$ cat src/rtl/sp_ram_stream_loader.sv
// Byte-stream <-> single-port RAM transfer engine.
// Load mode packs an incoming byte stream little-endian into 32-bit words
// and writes them to consecutive word addresses. Dump mode reads consecutive
// words and emits them as a byte stream, least significant byte first.
module sp_ram_stream_loader #(
  parameter int RAM_SIZE   = 32768,
  parameter int ADDR_WIDTH = $clog2(RAM_SIZE),
  parameter int DATA_WIDTH = 32,
  parameter int LEN_WIDTH  = ADDR_WIDTH - 1
) (
  input  logic                  clk,
  input  logic                  rstn_i,
  input  logic                  start_i,
  input  logic                  mode_i,
  input  logic [ADDR_WIDTH-1:0] base_addr_i,
  input  logic [LEN_WIDTH-1:0]  len_words_i,
  output logic                  busy_o,
  output logic                  done_o,
  input  logic [7:0]            rx_data_i,
  input  logic                  rx_valid_i,
  output logic                  rx_ready_o,
  output logic [7:0]            tx_data_o,
  output logic                  tx_valid_o,
  input  logic                  tx_ready_i,
  output logic                  ram_en_o,
  output logic [ADDR_WIDTH-1:0] ram_addr_o,
  output logic [DATA_WIDTH-1:0] ram_wdata_o,
  input  logic [DATA_WIDTH-1:0] ram_rdata_i,
  output logic                  ram_we_o,
  output logic [3:0]            ram_be_o
);

  typedef enum logic [2:0] {
    S_IDLE,
    S_LD_COLLECT,
    S_LD_WRITE,
    S_DP_READ,
    S_DP_CAPTURE,
    S_DP_SEND,
    S_DONE
  } state_t;

  state_t                state_q, state_d;
  logic [LEN_WIDTH-1:0]  idx_q, idx_d;
  logic [LEN_WIDTH-1:0]  len_q, len_d;
  logic [ADDR_WIDTH-1:0] base_q, base_d;
  logic [1:0]            byte_cnt_q, byte_cnt_d;
  logic [DATA_WIDTH-1:0] data_q, data_d;

  logic [LEN_WIDTH-1:0]  idx_inc;
  logic [ADDR_WIDTH-1:0] word_addr;

  // Word address wraps modulo the RAM size; the extra top bit of idx*4 is dropped.
  always_comb begin
    idx_inc   = idx_q + LEN_WIDTH'(1);
    word_addr = base_q + ADDR_WIDTH'({idx_q, 2'b00});
  end

  // State and datapath registers; everything clears on reset so a partial word is discarded.
  always_ff @(posedge clk or negedge rstn_i) begin
    if (!rstn_i) begin
      state_q    <= S_IDLE;
      idx_q      <= '0;
      len_q      <= '0;
      base_q     <= '0;
      byte_cnt_q <= '0;
      data_q     <= '0;
    end else begin
      state_q    <= state_d;
      idx_q      <= idx_d;
      len_q      <= len_d;
      base_q     <= base_d;
      byte_cnt_q <= byte_cnt_d;
      data_q     <= data_d;
    end
  end

  // Next-state logic and all outputs; outputs depend only on registered state,
  // so they are held stable across stream stalls.
  always_comb begin
    state_d     = state_q;
    idx_d       = idx_q;
    len_d       = len_q;
    base_d      = base_q;
    byte_cnt_d  = byte_cnt_q;
    data_d      = data_q;
    busy_o      = 1'b0;
    done_o      = 1'b0;
    rx_ready_o  = 1'b0;
    tx_valid_o  = 1'b0;
    tx_data_o   = 8'h00;
    ram_en_o    = 1'b0;
    ram_addr_o  = '0;
    ram_wdata_o = '0;
    ram_we_o    = 1'b0;
    ram_be_o    = 4'h0;

    case (state_q)
      S_IDLE: begin
        if (start_i) begin
          // Low address bits are forced to zero so every access is word aligned.
          base_d     = base_addr_i & ~ADDR_WIDTH'(3);
          len_d      = len_words_i;
          idx_d      = '0;
          byte_cnt_d = '0;
          data_d     = '0;
          if (len_words_i == '0) begin
            state_d = S_DONE;
          end else if (mode_i) begin
            state_d = S_DP_READ;
          end else begin
            state_d = S_LD_COLLECT;
          end
        end
      end

      S_LD_COLLECT: begin
        busy_o     = 1'b1;
        rx_ready_o = 1'b1;
        if (rx_valid_i) begin
          data_d[{byte_cnt_q, 3'b000} +: 8] = rx_data_i;
          byte_cnt_d = byte_cnt_q + 2'd1;
          if (byte_cnt_q == 2'd3) begin
            state_d = S_LD_WRITE;
          end
        end
      end

      S_LD_WRITE: begin
        busy_o      = 1'b1;
        ram_en_o    = 1'b1;
        ram_we_o    = 1'b1;
        ram_be_o    = 4'hF;
        ram_addr_o  = word_addr;
        ram_wdata_o = data_q;
        idx_d       = idx_inc;
        state_d     = (idx_inc == len_q) ? S_DONE : S_LD_COLLECT;
      end

      S_DP_READ: begin
        busy_o     = 1'b1;
        ram_en_o   = 1'b1;
        ram_addr_o = word_addr;
        state_d    = S_DP_CAPTURE;
      end

      S_DP_CAPTURE: begin
        busy_o     = 1'b1;
        data_d     = ram_rdata_i;
        byte_cnt_d = '0;
        state_d    = S_DP_SEND;
      end

      S_DP_SEND: begin
        busy_o     = 1'b1;
        tx_valid_o = 1'b1;
        tx_data_o  = data_q[{byte_cnt_q, 3'b000} +: 8];
        if (tx_ready_i) begin
          byte_cnt_d = byte_cnt_q + 2'd1;
          if (byte_cnt_q == 2'd3) begin
            idx_d   = idx_inc;
            state_d = (idx_inc == len_q) ? S_DONE : S_DP_READ;
          end
        end
      end

      S_DONE: begin
        done_o  = 1'b1;
        state_d = S_IDLE;
      end

      default: begin
        state_d = S_IDLE;
      end
    endcase
  end

endmodule

$ cat config.mk
export PLATFORM = sky130hd
export DESIGN_NAME = sp_ram_stream_loader
export DESIGN_NICKNAME = d
export VERILOG_FILES = /design/src/rtl/sp_ram_stream_loader.sv
export SDC_FILE = /design/constraint.sdc
export NUM_CORES = 1
export LEC_CHECK = 0
export BUFFER_PORTS_ARGS = -buffer_cell sky130_fd_sc_hd__buf_4
export CORE_MARGIN = 8
export CORE_UTILIZATION = 30
export DETAILED_ROUTE_END_ITERATION = 8
export PLACE_DENSITY = 0.5
export SLEW_MARGIN = 20
export SYNTH_ARGS = -nofsm -noshare
export SYNTH_HDL_FRONTEND = slang
export SYNTH_SLANG_ARGS = --single-unit
$ cat constraint.sdc
create_clock -name clk -period 2.9 [get_ports clk]
set_input_delay 0.58 -clock clk [delete_from_list [all_inputs] [get_ports clk]]
set_output_delay 0.58 -clock clk [all_outputs]
set_load 0.1 [all_outputs]
==> metrics <==
Setup Viol. Count Final=5; CTS tree=done; largest net degree at the start of global routing=between 50 and 60; status=complete, but fails checks; worst slew pin tran=0.972 ns; first-pass GRT wire length=27.8 mm; Seq/Total Area, Yosys=0.369; Min Clock Period, post-route=3.08 ns; max-cap viol count=0; Clock Root Buffer=clkbuf_16; count leader, synth=dfrtp_1; Clk pin slew, worst setup/hold paths=0.06 ns; RSZ-0062 raised after global routing=true; die height=149 µm; worst relative slew slack=0.351; Layout Skew=between 0.008 and 0.009 ns; CP Launch Type=flop; pwr dens=916 nW/µm²; All-Layer GR Usage=0.159; cts hold-fix bufs=0; initial antenna violation count=0; worst min-delay path class=in -> async; CTS Sinks=just under 80; Slew Viols, Final=0; largest area contributor in the netlist=dfrtp_1; DR iter-0 viols=about 250; main flop type after synthesis=dfrtp_1; CTS Buf Count=9; final instance area=7460 µm²; Die Wd=about 150 µm; I/O Buffers=between 100 and 150; Lkg Pwr=around 3.4 nW; WP buf/inv=2; share of layout cells above drive strength 1=0.403; Core ar.=around 17000 µm²; Worst path slowest cell=dfrtp_1; Final HPWL DP=around 13 mm; setup_tns=-0.585 ns; vias in the first global route=approximately 5200; routed via count=roughly 5000; final core utilization=0.433; Yosys cell types=73; top post-synthesis cells by area=dfrtp_1 (37%), mux2_2 (5.5%), nand2_1 (4.7%); worst-path cell chain=ha_2 > fa_2 > a21o_1 > a21oi_2 > o211a_1 > buf_4 > o31ai_1 > xnor2_1 > nor2_4 > buf_12; Final #Nets=between 800 and 900; Final Hold Viols=0; Rows=48; clk_lat worst skew=0.35 ns; violated checks=negative setup slack; post-synth top area share=0.369; Initial Util=0.306; CP Depth=10; CP Class=reg -> out; DRC viols=0; Register Area=between 1500 and 2000 µm²; CP Capture Type=primary output; top post-synthesis cells by count=dfrtp_1 (78), nand2_1 (66), o21ai_0 (44); post-DR wirelength/cell=around 18 µm; antenna diode count=0; Register-to-Register Path Depth=9; Worst IR Drop VDD=0.508 mV; vias per cell=~5.3; Die ar.=roughly 22000 µm²; Top delay family on crit path=compound AO/OA/AOI/OAI gates; final wirelength=between 15 and 20 mm; period utilization=1.06; GRT overflow=0; Critical Path RT=2.32 ns; area of the multi-input gates=around 3300 µm²; dpl cell area=slightly below 7000 µm²; reg2reg setup slack=approximately 0.30 ns; Longest Clk Path Bufs=2; Post-synth EDFFs=0; CTS HTree Levels=3; synth-to-layout area growth=41.2%; synthesized cell area=between 5000 and 6000 µm²; ys async rst share=1.00; WP data arrival=approximately 2.5 ns; Pre-Repair DR Iteration Count=5; # fillers=1662; Ys Warns=0; Mapped Cells=between 500 and 600; Max Clock Freq=0.324 GHz; worst setup margin=-0.182 ns; I/O pin cnt=140; register bit count reported by yosys=78; Syn Area/Cell=9.38 µm²; DRT antenna net count=0; Place WS=-0.00859 ns; Placer Congestion=0.869; Crit Path Max Fanout=3; Largest stage delay, worst path=roughly 0.39 ns
timing repair:
action                     in CTS  in global routing
hold endpoints to repair        0                  0
gates resized for setup        41                 16
pin swaps                      13                 14
gates cloned                    0                  0
setup endpoints to repair       8                  8
setup buffers                   5                  2
per-layer routing:
layer  global-route usage  share of wire  routed length (µm)  vias to the layer above
met2                0.268           0.49                8470                      133
met1                0.192           0.44                7550                     2435
li1                     -              -                   -                     2368
met5                    0              0                   0                        -
met3               0.0328          0.048                 827                       34
met4               0.0683          0.028                 493                        0
placed cells by master (no fill, tap or decap), types with 6 or more instances in the layout:
cell / instances
buf_4: 166
xnor2_1: 12
xor2_1: 8
a21oi_1: 10
buf_12: 10
nor4_1: 7
inv_1: 14
nor2_1: 16
a22oi_1: 32
o21ai_1: 9
nand3_1: 7
mux4_2: 8
nand2_1: 65
ha_1: 15
o21bai_1: 6
clkbuf_16: 9
mux2_2: 26
dfrtp_1: 77
and3_1: 32
nor2b_2: 8
o21ai_0: 43
flip-flops by register name (all words and copies together), names as in the netlist:
signal      flops
state_q         3
byte_cnt_q      2
base_q         13
data_q         32
idx_q          14
len_q          14
report_power, final:
part	switching, mW	total (mW)	internal (mW)
Clock	0.459	1.35	0.888
Combinational	2.15	3.56	1.42
Sequential	0.385	1.92	1.54
Total	2.99	6.83	3.84
area by class of cell:
class / instances / area share
Clock buffer: 11 / 0.0339
Clock inverter: 5 / 0.0141
Inverter: 14 / 0.00705
Multi-Input combinational cell: 429 / 0.448
Sequential cell: 78 / 0.262
Tap cell: 225 / 0.0378
Timing Repair Buffer: 178 / 0.197
through the flow:
step | power [mW] | hold slack (ns) | instances
floorplan | 4.28 | 0.284 | 564
CTS | 6.79 | 0.321 | 940
detailed placement | 5.26 | 0.489 | 919
global placement | 5.20 | 0.481 | 919
global route | 7.28 | 0.350 | 940
finish | 6.83 | 0.291 | 940
kinds of logic after synthesis:
| logic type | count (synthesis) | share of synthesized area |
|---|---|---|
| adders and majority gates | 20 | 0.0488 |
| buffers and inverters | 57 | 0.0493 |
| other | 1 | 0.000710 |
| muxes | 39 | 0.0990 |
| xor gates and xnor gates | 23 | 0.0415 |
| and+or+nand+nor | 194 | 0.202 |
| DFF | 78 | 0.369 |
| AOI/OAI and AO/OA | 151 | 0.190 |
final timing paths:
check | from | endpoint
setup / recovery | idx_q[0] | ram_addr_o[12]
hold / removal | rstn_i | len_q[9]
setup reg to reg | idx_q[1] | state_q[0]
max in group asynchronous | rstn_i | data_q[27]
hold reg to reg | data_q[25] | data_q[25]
min in group clk | len_words_i[5] | len_q[5]
No activity file was read; power rests on OpenSTA's default activity.
